[src/rtl/imem_arbiter_if.sv]
// Bus bundle between the IMEM arbiter, its two masters and the shared slave.
// The "slave" modport is the arbiter's view; "master" is the surrounding system's view.
`default_nettype none

interface imem_arbiter_if #(
  parameter int AW = 32,
  parameter int DW = 32
);
  logic          i_m0_cyc;
  logic          i_m0_we;
  logic [AW-1:0] i_m0_adr;
  logic [DW-1:0] i_m0_dat;
  logic          o_m0_ack;
  logic          o_m0_err;
  logic          i_m1_cyc;
  logic [AW-1:0] i_m1_adr;
  logic          o_m1_ack;
  logic          o_m1_err;
  logic [DW-1:0] o_m_dat;
  logic          o_s_cyc;
  logic          o_s_we;
  logic [AW-1:0] o_s_adr;
  logic [DW-1:0] o_s_dat;
  logic          i_s_ack;
  logic [DW-1:0] i_s_dat;

  modport slave (
    input  i_m0_cyc, i_m0_we, i_m0_adr, i_m0_dat, i_m1_cyc, i_m1_adr, i_s_ack, i_s_dat,
    output o_m0_ack, o_m0_err, o_m1_ack, o_m1_err, o_m_dat, o_s_cyc, o_s_we, o_s_adr, o_s_dat
  );

  modport master (
    output i_m0_cyc, i_m0_we, i_m0_adr, i_m0_dat, i_m1_cyc, i_m1_adr, i_s_ack, i_s_dat,
    input  o_m0_ack, o_m0_err, o_m1_ack, o_m1_err, o_m_dat, o_s_cyc, o_s_we, o_s_adr, o_s_dat
  );
endinterface

`default_nettype wire

[src/rtl/imem_arbiter.sv]
// Round-robin arbiter for the IMEM slave port: boot loader (m0) vs CPU fetch (m1),
// with a per-transaction watchdog and CPU lockout during boot mode.
`default_nettype none

module imem_arbiter #(
  parameter int AW      = 32,
  parameter int DW      = 32,
  parameter int TIMEOUT = 255
) (
  input  wire logic       clk,
  input  wire logic       rst,
  input  wire logic       i_boot_mode,
  imem_arbiter_if.slave   bus,
  output logic [1:0]      o_owner
);

  localparam logic [1:0]  IDLE  = 2'd0;
  localparam logic [1:0]  OWN0  = 2'd1;
  localparam logic [1:0]  OWN1  = 2'd2;
  localparam logic [1:0]  REL   = 2'd3;
  localparam logic [15:0] WLAST = 16'(TIMEOUT - 1);

  logic [1:0]  state_q, state_d;
  logic        rel_m_q, rel_m_d;
  logic        last_q, last_d;
  logic [15:0] wcnt_q, wcnt_d;
  logic        req1, own_cyc, rel_cyc, timeout;

  always_comb begin
    req1    = bus.i_m1_cyc & ~i_boot_mode;
    own_cyc = (state_q == OWN1) ? bus.i_m1_cyc : bus.i_m0_cyc;
    rel_cyc = rel_m_q ? bus.i_m1_cyc : bus.i_m0_cyc;
    // Ack in the final watchdog cycle wins over the error.
    timeout = own_cyc & ~bus.i_s_ack & (wcnt_q == WLAST);
  end

  always_ff @(posedge clk or posedge rst) begin
    if (rst) begin
      state_q <= IDLE;
      rel_m_q <= 1'b0;
      last_q  <= 1'b1;
      wcnt_q  <= 16'd0;
    end else begin
      state_q <= state_d;
      rel_m_q <= rel_m_d;
      last_q  <= last_d;
      wcnt_q  <= wcnt_d;
    end
  end

  always_comb begin
    state_d = state_q;
    rel_m_d = rel_m_q;
    last_d  = last_q;
    wcnt_d  = wcnt_q;
    case (state_q)
      IDLE: begin
        // On a tie, m0 wins only if m1 was granted most recently.
        if (bus.i_m0_cyc && (!req1 || last_q)) begin
          state_d = OWN0;
          last_d  = 1'b0;
          wcnt_d  = 16'd0;
        end else if (req1) begin
          state_d = OWN1;
          last_d  = 1'b1;
          wcnt_d  = 16'd0;
        end
      end
      OWN0, OWN1: begin
        if (bus.i_s_ack) begin
          state_d = REL;
          rel_m_d = (state_q == OWN1);
        end else if (!own_cyc) begin
          state_d = IDLE;
        end else if (wcnt_q == WLAST) begin
          state_d = REL;
          rel_m_d = (state_q == OWN1);
        end else begin
          wcnt_d = wcnt_q + 16'd1;
        end
      end
      default: begin
        if (!rel_cyc) state_d = IDLE;
      end
    endcase
  end

  always_comb begin
    o_owner      = 2'b00;
    bus.o_s_cyc  = 1'b0;
    bus.o_s_we   = 1'b0;
    bus.o_s_adr  = '0;
    bus.o_s_dat  = '0;
    bus.o_m0_ack = 1'b0;
    bus.o_m0_err = 1'b0;
    bus.o_m1_ack = 1'b0;
    bus.o_m1_err = 1'b0;
    bus.o_m_dat  = '0;
    case (state_q)
      OWN0: begin
        o_owner      = 2'b01;
        bus.o_s_cyc  = bus.i_m0_cyc & ~timeout;
        bus.o_s_we   = bus.i_m0_we;
        bus.o_s_adr  = bus.i_m0_adr;
        bus.o_s_dat  = bus.i_m0_dat;
        bus.o_m0_ack = bus.i_s_ack;
        bus.o_m0_err = timeout;
        bus.o_m_dat  = bus.i_s_dat;
      end
      OWN1: begin
        o_owner      = 2'b10;
        bus.o_s_cyc  = bus.i_m1_cyc & ~timeout;
        bus.o_s_adr  = bus.i_m1_adr;
        bus.o_m1_ack = bus.i_s_ack;
        bus.o_m1_err = timeout;
        bus.o_m_dat  = bus.i_s_dat;
      end
      default: ;
    endcase
  end

endmodule

`default_nettype wire

[src/flat_wrapper.sv]
// flat-port wrapper written by rule: the top's interface ports become plain ports
module imem_arbiter_flat 
#(
  parameter int AW      = 32,
  parameter int DW      = 32,
  parameter int TIMEOUT = 255
)
  (clk, rst, i_boot_mode, o_owner, bus_i_m0_cyc, bus_i_m0_we, bus_i_m0_adr, bus_i_m0_dat, bus_i_m1_cyc, bus_i_m1_adr, bus_i_s_ack, bus_i_s_dat, bus_o_m0_ack, bus_o_m0_err, bus_o_m1_ack, bus_o_m1_err, bus_o_m_dat, bus_o_s_cyc, bus_o_s_we, bus_o_s_adr, bus_o_s_dat);
  imem_arbiter_if #(.AW(AW), .DW(DW)) bus_i ();
  input  wire logic clk;
  input  wire logic rst;
  input  wire logic i_boot_mode;
  output logic [1:0] o_owner;
  input wire logic [$bits(bus_i.i_m0_cyc)-1:0] bus_i_m0_cyc;
  input wire logic [$bits(bus_i.i_m0_we)-1:0] bus_i_m0_we;
  input wire logic [$bits(bus_i.i_m0_adr)-1:0] bus_i_m0_adr;
  input wire logic [$bits(bus_i.i_m0_dat)-1:0] bus_i_m0_dat;
  input wire logic [$bits(bus_i.i_m1_cyc)-1:0] bus_i_m1_cyc;
  input wire logic [$bits(bus_i.i_m1_adr)-1:0] bus_i_m1_adr;
  input wire logic [$bits(bus_i.i_s_ack)-1:0] bus_i_s_ack;
  input wire logic [$bits(bus_i.i_s_dat)-1:0] bus_i_s_dat;
  output wire logic [$bits(bus_i.o_m0_ack)-1:0] bus_o_m0_ack;
  output wire logic [$bits(bus_i.o_m0_err)-1:0] bus_o_m0_err;
  output wire logic [$bits(bus_i.o_m1_ack)-1:0] bus_o_m1_ack;
  output wire logic [$bits(bus_i.o_m1_err)-1:0] bus_o_m1_err;
  output wire logic [$bits(bus_i.o_m_dat)-1:0] bus_o_m_dat;
  output wire logic [$bits(bus_i.o_s_cyc)-1:0] bus_o_s_cyc;
  output wire logic [$bits(bus_i.o_s_we)-1:0] bus_o_s_we;
  output wire logic [$bits(bus_i.o_s_adr)-1:0] bus_o_s_adr;
  output wire logic [$bits(bus_i.o_s_dat)-1:0] bus_o_s_dat;
  assign bus_i.i_m0_cyc = bus_i_m0_cyc;
  assign bus_i.i_m0_we = bus_i_m0_we;
  assign bus_i.i_m0_adr = bus_i_m0_adr;
  assign bus_i.i_m0_dat = bus_i_m0_dat;
  assign bus_i.i_m1_cyc = bus_i_m1_cyc;
  assign bus_i.i_m1_adr = bus_i_m1_adr;
  assign bus_i.i_s_ack = bus_i_s_ack;
  assign bus_i.i_s_dat = bus_i_s_dat;
  assign bus_o_m0_ack = bus_i.o_m0_ack;
  assign bus_o_m0_err = bus_i.o_m0_err;
  assign bus_o_m1_ack = bus_i.o_m1_ack;
  assign bus_o_m1_err = bus_i.o_m1_err;
  assign bus_o_m_dat = bus_i.o_m_dat;
  assign bus_o_s_cyc = bus_i.o_s_cyc;
  assign bus_o_s_we = bus_i.o_s_we;
  assign bus_o_s_adr = bus_i.o_s_adr;
  assign bus_o_s_dat = bus_i.o_s_dat;
  imem_arbiter #(.AW(AW), .DW(DW), .TIMEOUT(TIMEOUT)) u_core (.clk(clk), .rst(rst), .i_boot_mode(i_boot_mode), .bus(bus_i), .o_owner(o_owner));
endmodule
[config.mk]
export PLATFORM = sky130hd
export DESIGN_NAME = imem_arbiter_flat
export DESIGN_NICKNAME = d
export VERILOG_FILES = /design/src/rtl/imem_arbiter_if.sv /design/src/rtl/imem_arbiter.sv /design/src/flat_wrapper.sv
export SDC_FILE = /design/constraint.sdc
export NUM_CORES = 1
export LEC_CHECK = 0
export ABC_AREA = 1
export BUFFER_PORTS_ARGS = -buffer_cell sky130_fd_sc_hd__buf_2
export CAP_MARGIN = 10
export CELL_PAD_IN_SITES_DETAIL_PLACEMENT = 2
export CELL_PAD_IN_SITES_GLOBAL_PLACEMENT = 2
export CORE_MARGIN = 2
export CORE_UTILIZATION = 16
export DETAILED_ROUTE_END_ITERATION = 7
export MAX_ROUTING_LAYER = met4
export PLACE_DENSITY = 0.85
export SLEW_MARGIN = 20
export SYNTH_ARGS = -nofsm -noshare
export SYNTH_HDL_FRONTEND = slang
export SYNTH_SLANG_ARGS = --single-unit
export TNS_END_PERCENT = 100
[constraint.sdc]
create_clock -name clk -period 4.7 [get_ports clk]
set_input_delay 0.47 -clock clk [delete_from_list [all_inputs] [get_ports clk]]
set_output_delay 0.47 -clock clk [all_outputs]
set_load 0.005 [all_outputs]
==> key figures, run 1 <==
Routing
  – Detail Route Antenna Nets: 0
  – WL/cell: 13.8 µm
  – Pre-antenna DRT Iters: 4
  – Avg Vias per Cell: 4.04
  – Met2 wire length: 6620 µm
  – WL final: 12700 µm
  – DRC errors left: 0
  – M1 WL: 5120 µm
  – DRT iter0 DRCs: 86
  – Top sig layer: met4
  – DR vias: 3711
  – Routed length on met3: 899 µm

Finish
  – Final instance area: 4000 µm²
  – Area Growth Syn to Fin: 59.1%
  – Nets@finish: 851
  – Layout cells sized above 1: 37.1%
  – Diodes inserted: 0

STA
  – Worst-margin pin slew: 0.838 ns
  – RSZ-0062 raised after global routing: no
  – Setup Skew: 0.00231 ns
  – Period utilization: 59.4%
  – Worst setup margin: 1.91 ns
  – Count of final hold-check violations: 0
  – Rel. slew slack: 44.1%
  – Max Freq: 358 MHz
  – Setup TNS: 0 ns
  – Final min period: 2.79 ns
  – Final setup fails: 0
  – Max Slew Vio Count: 0

Global routing
  – All-Layer GR Usage: 14.5%
  – Largest net degree at the start of global routing: 49
  – Grt total ovfl: 0
  – First-pass GRT wire length: 19100 µm
  – Number of global-route vias before repair: 3729
  – Initial antenna violation count: 0

Pwr
  – Tot Pwr: 1.93 mW
  – Worst vdd ir: 0.255 mV
  – Power density cells: 482 nW/µm²
  – Lkg Pwr: 2.69 nW

Yosys
  – Leading area contributor after synthesis: nand2_1
  – Area contributors post-synth: nand2_1 31%, dfrtp_1 19%, inv_1 14%
  – Netlist cell types: 32
  – Syn Area/Cell: 5.22 µm²
  – Post-Synthesis Cell Area: 2510 µm²
  – Async SR Flop Fraction: 100%
  – Post-synthesis sequential element count: 20
  – Synth Net Count: 625
  – Top-area cell type share of the netlist area: 31.3%
  – Yosys warns: 0
  – Post-synthesis cell count: 482
  – Dominant synthesized flop cell: dfrtp_1
  – Post-synthesis sequential area ratio: 20.0%
  – Post-synth EDFFs: 0

Min path
  – Hold crit path type: input port to asynchronous set/reset pin

Worst setup path
  – CP Class: flop to primary output
  – Setup crit start kind: flop
  – CP Data Arrival Time: 2.32 ns
  – Worst EP required: 4.23 ns
  – Reg-to-Reg End: u_core.state_q[1]
  – Max FO, Critical Path: 44
  – CP Launch Point: u_core.state_q[0]
  – Crit path to: bus_o_s_cyc
  – Crit. End Element: primary output
  – Reg2Reg Setup Slack: 2.36 ns
  – Cells on worst reg2reg path: 10
  – Critical R2R Launch: u_core.state_q[0]

Placement
  – Placer congestion estimate: 0.848
  – Placement Cell Area: 3910 µm²
  – Place WS: 2.11 ns
  – Detailed placement HPWL: 10500 µm
  – Port Buffer Count: 238

Die
  – Die H: 129 µm
  – Ports: 239
  – Starting Density: 16.5%
  – Die W: 129 µm
  – Core area: 15300 µm²
  – Rows: 45
  – Die area: 16700 µm²

Clock network
  – Clock Sinks: 20
  – Clock root buffer: clkbuf_16
  – Clk buf depth: 2
  – Post_cts resized: 0
  – CTS Hold Bufs: 0
  – CTS tree: yes
  – H-tree Lvls: 1
  – Clock-pin slew on the worst setup and hold paths: 0.06 ns
  – TritonCTS Buffers: 3
  – Clock latency on the worst-skew pair: 0.25 ns
  – Post-CTS Setup Repair Bufs: 0

Job
  – MaxCap Viol Count: 0

Status
  – Outcome: completed
==> worst min-delay path by stage <==
| stage | slack, ns | cells past startpoint | start | end |
|---|---|---|---|---|
| after detailed placement | 0.52 | 2 | u_core.rel_m_q | u_core.rel_m_q |
| after floorplan | 0.43 | 1 | rst | u_core.rel_m_q |
| after global routing | 0.47 | 2 | rst | u_core.wcnt_q[7] |
| after CTS | 0.43 | 2 | rst | u_core.wcnt_q[7] |
| after global placement | 0.51 | 2 | u_core.rel_m_q | u_core.rel_m_q |
| final | 0.39 | 2 | rst | u_core.wcnt_q[3] |
==> placed cells by master, fill, tap and decap left out, drive strengths merged, types with 4 or more instances in the layout <==
cell    netlist  layout
buf          13     242
nand2       214     214
nand3        19      19
dfrtp        19      19
ha            8       8
inv          96      96
a21oi        40      40
clkbuf        8       4
o21ai        13      13
nor2         40      40
==> cell usage after synthesis (2+ instances only) <==
master,count
nor2_2,2
nand4_1,2
clkbuf_1,8
inv_1,93
inv_2,3
nand3_1,18
dfrtp_1,19
o21ai_0,6
buf_1,8
nand2_8,2
ha_1,8
a21oi_1,39
buf_2,4
o21ai_1,6
nor2_1,37
nand2_2,2
nand2_1,210
==> state kept, by name, summed over array words and instances (netlist names) <==
register	flops
u_core.wcnt_q	16
u_core.state_q	2
u_core.last_q	1
u_core.rel_m_q	1
==> final cells by class <==
type | instances | area [µm²]
clock buffer | 4 | 88.8
fill | 2001 | 11300
inverter | 97 | 364
multi-input combinational | 344 | 1560
sequential | 20 | 502
tap | 211 | 264
timing repair buffer | 242 | 1220
==> critical path: stages (launching register included) <==
cell and delay (ns):
dfrtp_1 0.44, inv_1 0.11, ha_1 0.29, buf_4 0.41, inv_1 0.09, buf_4 0.28, nor2_1 0.19, nand2_1 0.07
inv_1 0.05, buf_2 0.10
==> report_power, final <==
group          switching, mW  internal, mW
clock network         0.0691         0.130
logic                  0.964         0.529
registers             0.0342         0.202
total                   1.07         0.861
==> through the flow <==
stage	hold WS, ns	utilization (%)	cells
after floorplan	0.433	-	482
after global placement	0.507	25.6	914
after detailed placement	0.518	25.6	914
after CTS	0.434	26.2	918
after global routing	0.471	26.2	918
final	0.388	26.2	918
==> logic make-up (layout without fill, tap and decap cells) <==
family,Yosys count,count (layout),synth area share [%]
AND/OR/NAND/NOR,278,278,45.6
buffers and inverters,118,343,18.1
AO/OA/AOI/OAI,57,57,12.0
flip-flops,20,20,20.0
adder cells (fa/ha/maj),8,8,3.98
XOR/XNOR,1,1,0.348
==> routing by layer <==
| metal | global-route usage (%) | up-vias |
|---|---|---|
| li1 | - | 1871 |
| met1 | 16.3 | 1727 |
| met2 | 27.7 | 111 |
| met3 | 2.85 | 2 |
| met4 | 0.959 | 0 |
| met5 | - | - |
No activity file was read; power rests on OpenSTA's default activity.
==> run 2, diff against run 1 <==
--- a/config.mk
+++ b/config.mk
@@ -11,10 +11,10 @@
 export CELL_PAD_IN_SITES_DETAIL_PLACEMENT = 2
 export CELL_PAD_IN_SITES_GLOBAL_PLACEMENT = 2
 export CORE_MARGIN = 2
-export CORE_UTILIZATION = 16
+export CORE_UTILIZATION = 15
 export DETAILED_ROUTE_END_ITERATION = 7
 export MAX_ROUTING_LAYER = met4
-export PLACE_DENSITY = 0.85
+export PLACE_DENSITY = 0.8
 export SLEW_MARGIN = 20
 export SYNTH_ARGS = -nofsm -noshare
 export SYNTH_HDL_FRONTEND = slang
==> constraint.sdc (replaced) <==
create_clock -name clk -period 2.7 [get_ports clk]
set_input_delay 0.27 -clock clk [delete_from_list [all_inputs] [get_ports clk]]
set_output_delay 0.27 -clock clk [all_outputs]
set_load 0.005 [all_outputs]
==> run 2 against run 1 <==
Register-to-register slack lost 1.6 ns; total power grew 78%; critical path depth shrank 3; global-route usage grew 0.051 points; hold slack lost 0.19 ns; critical path type unchanged; critical endpoint is now bus_o_s_adr[16].
==> key figures, run 2 (synthesis gave the netlist of run 1 again) <==
Die
  – Die W: 133 µm
  – Rows: 47
  – Ports: 239
  – Starting Density: 15.3%
  – Die area: 17800 µm²
  – Die H: 133 µm
  – Core area: 16500 µm²

Routing
  – WL/cell: 14.0 µm
  – DR vias: 3776
  – Detail Route Antenna Nets: 0
  – Avg Vias per Cell: 4.06
  – WL final: 13000 µm
  – DRC errors left: 0
  – Pre-antenna DRT Iters: 4
  – DRT iter0 DRCs: 69

STA
  – Worst-margin pin slew: 0.889 ns
  – Setup Skew: 0.00405 ns
  – Rel. slew slack: 40.6%
  – Max Freq: 460 MHz
  – Final setup fails: 0
  – RSZ-0062 raised after global routing: no
  – Max Slew Vio Count: 0
  – Final min period: 2.17 ns
  – Hold slack: 0.198 ns
  – Count of final hold-check violations: 0
  – Setup TNS: 0 ns
  – Period utilization: 80.4%

Global routing
  – Largest net degree at the start of global routing: 68
  – All-Layer GR Usage: 14.6%
  – Grt total ovfl: 0
  – Initial antenna violation count: 2
  – First-pass GRT wire length: 20600 µm
  – Number of global-route vias before repair: 4026

Worst setup path
  – Setup crit start kind: flop
  – Crit. End Element: primary output
  – CP Data Arrival Time: 1.90 ns
  – CP Class: flop to primary output
  – CP Launch Point: u_core.state_q[0]
  – Critical-path top delay cell: dfrtp_1
  – Critical path cell sequence: inv_1, ha_1, buf_4, nand2_1, a21oi_1, buf_2
  – Reg2Reg Setup Slack: 0.77 ns
  – Worst EP required: 2.43 ns
  – Max FO, Critical Path: 29
  – Cells on worst reg2reg path: 8
  – Reg-to-Reg End: u_core.wcnt_q[10]
  – Crit path to: bus_o_s_adr[16]
  – CP peak stage delay: 0.44 ns
  – Critical R2R Launch: u_core.state_q[0]

Clock network
  – Clk buf depth: 2
  – H-tree Lvls: 1
  – Clock latency on the worst-skew pair: 0.25 ns
  – Clock-pin slew on the worst setup and hold paths: 0.06 ns
  – TritonCTS Buffers: 3
  – Clock Sinks: 20
  – Clock root buffer: clkbuf_16
  – Post_cts resized: 0
  – CTS Hold Bufs: 0
  – CTS tree: yes
  – Post-CTS Setup Repair Bufs: 0

Finish
  – Max FFs per register: 16
  – Fillcell total: 2139
  – Core Util, Final: 24.5%
  – Commonest non-fill, non-tap cell in the layout: buf_2
  – Biggest regs: u_core.wcnt_q x16, u_core.state_q x2
  – Multi-input logic area: 1560 µm²
  – Area Growth Syn to Fin: 60.7%
  – Layout cells sized above 1: 37.1%
  – Sequential cell area: 502 µm²
  – Most frequent cells in the layout: 238 x buf_2, 210 x nand2_1, 93 x inv_1
  – Top reg by flops: u_core.wcnt_q
  – Nets@finish: 851

Pwr
  – Power density cells: 850 nW/µm²
  – Clock power share: 10.1%
  – Logic pwr share: 78.1%
  – Sw frac: 54.8%
  – Switching power: 1.88 mW
  – Seq pwr share: 11.8%
  – Lkg Pwr: 2.70 nW
  – Worst vdd ir: 0.407 mV
  – P_int: 1.55 mW

Placement
  – Port Buffer Count: 238
  – Detailed placement HPWL: 10800 µm
  – Placer congestion estimate: 0.742

Min path
  – Hold crit path type: input port to asynchronous set/reset pin

Job
  – MaxCap Viol Count: 0

Status
  – Outcome: completed
## run 2: cell types whose count changed in the layout (fill, tap and decap cells not counted)
cell	change
diode_2	+2
buf_4	-2
buf_12	+2
## run 2: area by class of cell
cell class / count / area share, %
Clock buffer: 4 / 2.20
Inverter: 97 / 9.01
Multi-Input combinational cell: 344 / 38.6
Tap cell: 220 / 6.81
Antenna cell: 2 / 0.124
Timing Repair Buffer: 242 / 30.8
Sequential cell: 20 / 12.4
## run 2: power by group through the flow
stage | registers, mW | logic, mW | clock network (mW)
2_1_floorplan | 0.397 | 1.56 | 0
3_3_place_gp | 0.408 | 2.67 | 0
3_5_place_dp | 0.413 | 2.77 | 0
4_1_cts | 0.407 | 2.78 | 0.361
5_1_grt | 0.414 | 3.05 | 0.369
6_report | 0.406 | 2.68 | 0.346
## run 2: worst min-delay path by stage
| stage | end | slack, ns | depth (start not counted) |
|---|---|---|---|
| after global routing | u_core.rel_m_q | 0.28 | 2 |
| after global placement | u_core.rel_m_q | 0.50 | 2 |
| after floorplan | u_core.rel_m_q | 0.23 | 1 |
| final | u_core.rel_m_q | 0.20 | 2 |
| after detailed placement | u_core.rel_m_q | 0.51 | 2 |
| after CTS | u_core.rel_m_q | 0.24 | 2 |
## run 2: metal layers
layer / share of wire [%] / global-route usage (%) / routed length (µm)
met1: 39 / 15.4 / 5020
met2: 54 / 28.2 / 7070
met3: 6.2 / 3.20 / 804
met4: 0.95 / 2.01 / 124
met5: 0 / - / 0
## run 2: critical path, delay by kind of cell (launching register included)
family	cells	cell delay (ns)
buffers and inverters	3	0.63
flip-flops	1	0.44
adder cells (fa/ha/maj)	1	0.33
AO/OA/AOI/OAI	1	0.15
AND/OR/NAND/NOR	1	0.10
## run 2: through the flow
| step | instance area (µm²) | instances | power, mW | worst slack [ns] |
|---|---|---|---|---|
| 2_1_floorplan | 2510 | 482 | 1.96 | 0.840 |
| 3_3_place_gp | 3950 | 923 | 3.08 | 0.846 |
| 3_5_place_dp | 3950 | 923 | 3.19 | 0.769 |
| 4_1_cts | 4040 | 927 | 3.55 | 0.483 |
| 5_1_grt | 4040 | 929 | 3.84 | 0.341 |
| 6_report | 4040 | 929 | 3.43 | 0.528 |
